**src/rtl/alu_wb_buffer.sv**
```systemverilog
// ALU writeback buffer: DEPTH-entry FIFO with sticky status and op counter.
// Define ALU_TRAP_EN to hold overflowing add/sub results at the head as traps.
module alu_wb_buffer #(
  parameter int DEPTH = 4,
  parameter int CNT_W = 16
) (
  input  logic                       clk,
  input  logic                       rst_n,
  input  logic                       in_valid,
  output logic                       in_ready,
  input  logic [31:0]                in_result,
  input  logic                       in_zero,
  input  logic                       in_cout,
  input  logic                       in_overflow,
  input  logic [3:0]                 in_ctrl,
  input  logic [4:0]                 in_dest,
  output logic                       out_valid,
  input  logic                       out_ready,
  output logic [31:0]                out_result,
  output logic [4:0]                 out_dest,
  output logic                       out_zero,
  output logic                       out_wen,
  output logic                       trap,
  output logic                       ovf_sticky,
  output logic                       cout_sticky,
  input  logic                       clr_flags,
  output logic [$clog2(DEPTH+1)-1:0] count,
  output logic [CNT_W-1:0]           op_count
);

  localparam int PW = $clog2(DEPTH);
  localparam int CW = $clog2(DEPTH+1);
  localparam logic [PW-1:0] P_ONE = PW'(1);
  localparam logic [CW-1:0] C_ONE = CW'(1);
  localparam logic [CW-1:0] C_FULL = CW'(DEPTH);
  localparam logic [CNT_W-1:0] OP_ONE = CNT_W'(1);

  typedef struct packed {
    logic [31:0] result;
    logic [4:0]  dest;
    logic        zero;
  } entry_t;

  entry_t        mem [DEPTH];
  entry_t        head;
  logic [PW-1:0] wr_ptr;
  logic [PW-1:0] rd_ptr;
  logic          full;
  logic          empty;
  logic          push;
  logic          pop;
  logic          ovf_op;
  logic          cout_op;

  assign full      = (count == C_FULL);
  assign empty     = (count == '0);
  assign in_ready  = !full;
  assign out_valid = !empty;
  assign push      = in_valid && !full;
  assign pop       = out_valid && out_ready;

  assign ovf_op  = in_overflow &&
                   (in_ctrl == 4'b0010 || in_ctrl == 4'b0110);
  assign cout_op = in_cout && (in_ctrl != 4'b0111);

  assign head       = mem[rd_ptr];
  assign out_result = head.result;
  assign out_dest   = head.dest;
  assign out_zero   = head.zero;

  always_ff @(posedge clk or negedge rst_n) begin
    if (!rst_n) begin
      wr_ptr      <= '0;
      rd_ptr      <= '0;
      count       <= '0;
      op_count    <= '0;
      ovf_sticky  <= 1'b0;
      cout_sticky <= 1'b0;
      for (int i = 0; i < DEPTH; i++)
        mem[i] <= '0;
    end else begin
      if (push) begin
        mem[wr_ptr] <= '{result: in_result,
                         dest:   in_dest,
                         zero:   in_zero};
        wr_ptr   <= wr_ptr + P_ONE;
        op_count <= op_count + OP_ONE;
      end
      if (pop)
        rd_ptr <= rd_ptr + P_ONE;
      unique case ({push, pop})
        2'b10:   count <= count + C_ONE;
        2'b01:   count <= count - C_ONE;
        default: count <= count;
      endcase
      // a set from this cycle's push beats a clear
      if (push && ovf_op)
        ovf_sticky <= 1'b1;
      else if (clr_flags)
        ovf_sticky <= 1'b0;
      if (push && cout_op)
        cout_sticky <= 1'b1;
      else if (clr_flags)
        cout_sticky <= 1'b0;
    end
  end

`ifdef ALU_TRAP_EN
  logic trap_mem [DEPTH];

  always_ff @(posedge clk or negedge rst_n) begin
    if (!rst_n) begin
      for (int i = 0; i < DEPTH; i++)
        trap_mem[i] <= 1'b0;
    end else if (push) begin
      trap_mem[wr_ptr] <= ovf_op;
    end
  end

  assign trap    = out_valid && trap_mem[rd_ptr];
  assign out_wen = out_valid && !trap_mem[rd_ptr];
`else
  assign trap    = 1'b0;
  assign out_wen = out_valid;
`endif

endmodule

```
**config.mk**
```make
export PLATFORM = sky130hd
export DESIGN_NAME = alu_wb_buffer
export DESIGN_NICKNAME = d
export VERILOG_FILES = /design/src/rtl/alu_wb_buffer.sv
export SDC_FILE = /design/constraint.sdc
export NUM_CORES = 1
export LEC_CHECK = 0
export BUFFER_PORTS_ARGS = -buffer_cell sky130_fd_sc_hd__clkbuf_2
export CAP_MARGIN = 20
export CORE_AREA = 2 2 144 104
export DETAILED_ROUTE_END_ITERATION = 8
export DIE_AREA = 0 0 146 106
export PLACE_DENSITY_LB_ADDON = 0.05
export RECOVER_POWER = 100
export REMOVE_ABC_BUFFERS = 1
export SYNTH_ARGS = -nofsm -noshare
export SYNTH_HDL_FRONTEND = slang
export SYNTH_SLANG_ARGS = --single-unit
```
**constraint.sdc**
```tcl
create_clock -name clk -period 5.05 [get_ports clk]
set_clock_uncertainty 0.2 [all_clocks]
set_input_delay 0.505 -clock clk [delete_from_list [all_inputs] [get_ports clk]]
set_output_delay 0.505 -clock clk [all_outputs]
set_load 0.02 [all_outputs]
```
==> impl_results.md <==
- CTS Sinks: 177
- Max_slew headroom: -0.706
- Post-Synthesis Cells: 480
- Die Area: 15500 sq um
- Worst Setup Start Kind: flip-flop
- R2R depth: 6
- Top FF cell, synth: dfrtp_1
- Initial antenna violation count: 0
- Worst Hold Class: in2reg
- Worst Hold Path Cells: 2
- Cts bufs inserted: 17
- Req. time, crit path: 4.35 ns
- Setup Buffers After CTS: 0
- Share of the synthesized area in the top cell type: 0.544
- Total global-route track usage: 0.214
- Placer Congestion: 0.755
- R2R Path End: mem[132]$_DFFE_PN0P_
- Final hold viol count: 0
- Site Rows: 37
- Vias per cell: 5.44
- Drt wl/cell: 19.2 um
- Antenna diode count: 0
- Grt met2 use: 0.318
- Die Y: 106 um
- Pwr Density: 722 nW/um^2
- Post-synth top cells: dfrtp_1 (177), mux2_2 (92), mux2_4 (60), mux4_2 (38), xnor2_1 (14)
- Reg clk slew, reported paths: 0.07 ns
- Ys Warns: 0
- Critical path class: reg2out
- M3 GR Usage: 0.0575
- Detailed placement HPWL: 9430 um
- Final Cycle Share: 0.681
- Post-Syn Area: 8140 sq um
- Top-level I/O count: 112
- IO buf count: 110
- WL final: 15200 um
- # Max-Cap Violations: 1
- Sequential area share after synthesis: 0.544
- Peak VDD IR: 0.403 mV
- Synth unique cells: 38
- Worst setup EP type: output port
- FF-to-FF Start: count[0]$_DFFE_PN0P_
- Layout cells sized above 1: 0.372
- H-tree depth: 4
- Hold Crit Start: clr_flags
- Largest net degree at the start of global routing: 105
- Final Setup Violations: 0
- Fin Setup TNS: 0 ns
- Vias in the first global route: 4640
- First-pass GRT wire length: 25400 um
- TritonCTS clock tree: done
- Clk buf depth: 2
- Final hold slack: 0.0968 ns
- Root Buffer: clkbuf_16
- Grt met1 use: 0.316
- Hold EP: ovf_sticky$_DFFE_PN0P_
- Unrepaired setup endpoints after global routing: no
- Worst-Skew Late Latency: 0.42 ns
- Max FO, Critical Path: 18
- Post-CTS Hold Buffers: 0
- Ranking of synthesized cells by area: dfrtp_1 (54%), mux2_2 (13%), mux2_4 (11%), mux4_2 (11%), buf_12 (2.2%)
- Static Leakage: 3.93 nW
- EDFF count, synth: 0
- Nets: 642
- Synth Register Bits: 177
- Via count: 4322
- Minimum clock period: 3.44 ns
- Failing checks: capacitance limit, slew limit
- Worst Tran Pin Value: 2.56 ns
- Final slew viol count: 105
- Total power: 6.50 mW
- Reg2Reg Setup Slack: 1.67 ns
- Area Overhead vs Synth: 10.6%
- GR peak layer: met2
- Detail Route Antenna Nets: 0
- Status: complete, but fails checks
- Core ar.: 14300 sq um
- CP arrival: 2.74 ns
- Count leader, synth: dfrtp_1
- Die X: 146 um
- FFs w/ async S/R, synth: 1.00
- Average size of a mapped cell: 17.0 sq um
- Initial Util: 0.571
- Post-cts sizing count: 0
- Total grt overflow: 0
- Iter 0 DRT Violations: 168
- # DRC: 0
- Initial DRT Pass Iterations: 4
- Yosys top cell by area: dfrtp_1
- Peak Freq: 291 MHz
metrics by stage:
| step | worst slack (ns) | cells | cell area [sq um] | util |
|---|---|---|---|---|
| finish | 1.61 | 794 | 9010 | 0.632 |
| global route | 1.29 | 794 | 9010 | 0.632 |
| CTS | 1.60 | 793 | 9300 | 0.653 |
| detailed placement | 2.05 | 761 | 8680 | 0.609 |
| global placement | 2.11 | 760 | 8660 | 0.608 |
| floorplan | 1.98 | 452 | 7840 | - |
worst max path at each step:
| stage | startpoint | to | slack, ns | depth (start not counted) |
|---|---|---|---|---|
| floorplan | rd_ptr[0]$_DFFE_PN0P_ | out_dest[0] | 1.98 | 1 |
| global placement | rd_ptr[0]$_DFFE_PN0P_ | out_dest[3] | 2.11 | 3 |
| detailed placement | rd_ptr[0]$_DFFE_PN0P_ | out_result[12] | 2.05 | 3 |
| CTS | rd_ptr[0]$_DFFE_PN0P_ | out_result[12] | 1.60 | 3 |
| global route | rst_n | mem[148]$_DFFE_PN0P_ | 1.29 | 2 |
| finish | rd_ptr[0]$_DFFE_PN0P_ | out_result[12] | 1.61 | 3 |
final cells by class:
| cell class | instances | area, sq um |
|---|---|---|
| clock buffers | 24 | 522 |
| well taps | 195 | 244 |
| repair buffers | 115 | 542 |
| multi-input cells | 264 | 3130 |
| flip-flops and latches | 177 | 4430 |
| clock inverters | 8 | 98.8 |
| fillers | 1139 | 5250 |
| inverters | 11 | 41.3 |
critical path, stage by stage (launching register included):
cell and delay [ns]:
dfrtp_1 1.18, buf_4 0.40, mux4_2 0.54, clkbuf_1 0.19
where the power goes:
group          switching, mW  internal (mW)
Clock                  0.530          0.820
Sequential             0.486           2.10
Combinational           1.26           1.31
flip-flops by register name, indices dropped and copies added (netlist names):
name and cells:
wr_ptr 2, cout_sticky 1, mem 152, op_count 16
count 3, ovf_sticky 1, rd_ptr 2
placed cells by master (no fill, tap or decap), types with 2 or more instances in the layout:
cell	netlist	routed
nand2_4	3	3
mux2_2	92	92
mux2_1	0	57
clkbuf_8	0	7
nand2_1	11	11
mux2_4	60	3
bufinv_16	0	2
mux4_2	38	38
o21ai_0	2	2
xor2_1	7	7
clkbuf_2	0	50
clkbuf_16	0	17
nor2_1	5	5
and3_1	2	2
dfrtp_1	177	176
nand4_1	3	3
nand3_1	5	5
clkinv_2	0	3
clkinvlp_4	0	2
buf_4	6	2
clkbuf_1	4	61
inv_1	10	10
xnor2_1	14	14
nor3b_1	1	2
ha_1	6	6
kinds of logic after synthesis:
logic type / Yosys count / share of synthesized area
buffers and inverters: 39 / 0.0429
AND/OR/NAND/NOR: 41 / 0.0323
other: 1 / 0.000461
adder cells (fa/ha/maj): 7 / 0.0117
XOR/XNOR: 21 / 0.0226
flip-flops: 177 / 0.544
multiplexers: 191 / 0.344
AO/OA/AOI/OAI: 3 / 0.00200
routing by layer:
metal / share of wire / up-vias / wire length (um)
li1: - / 1950 / -
met5: 0 / - / 0
met3: 0.041 / 9 / 631
met4: 0.0095 / 0 / 144
met1: 0.48 / 2302 / 7310
met2: 0.47 / 61 / 7120
Note: power is estimated with default switching activity, not from simulation.
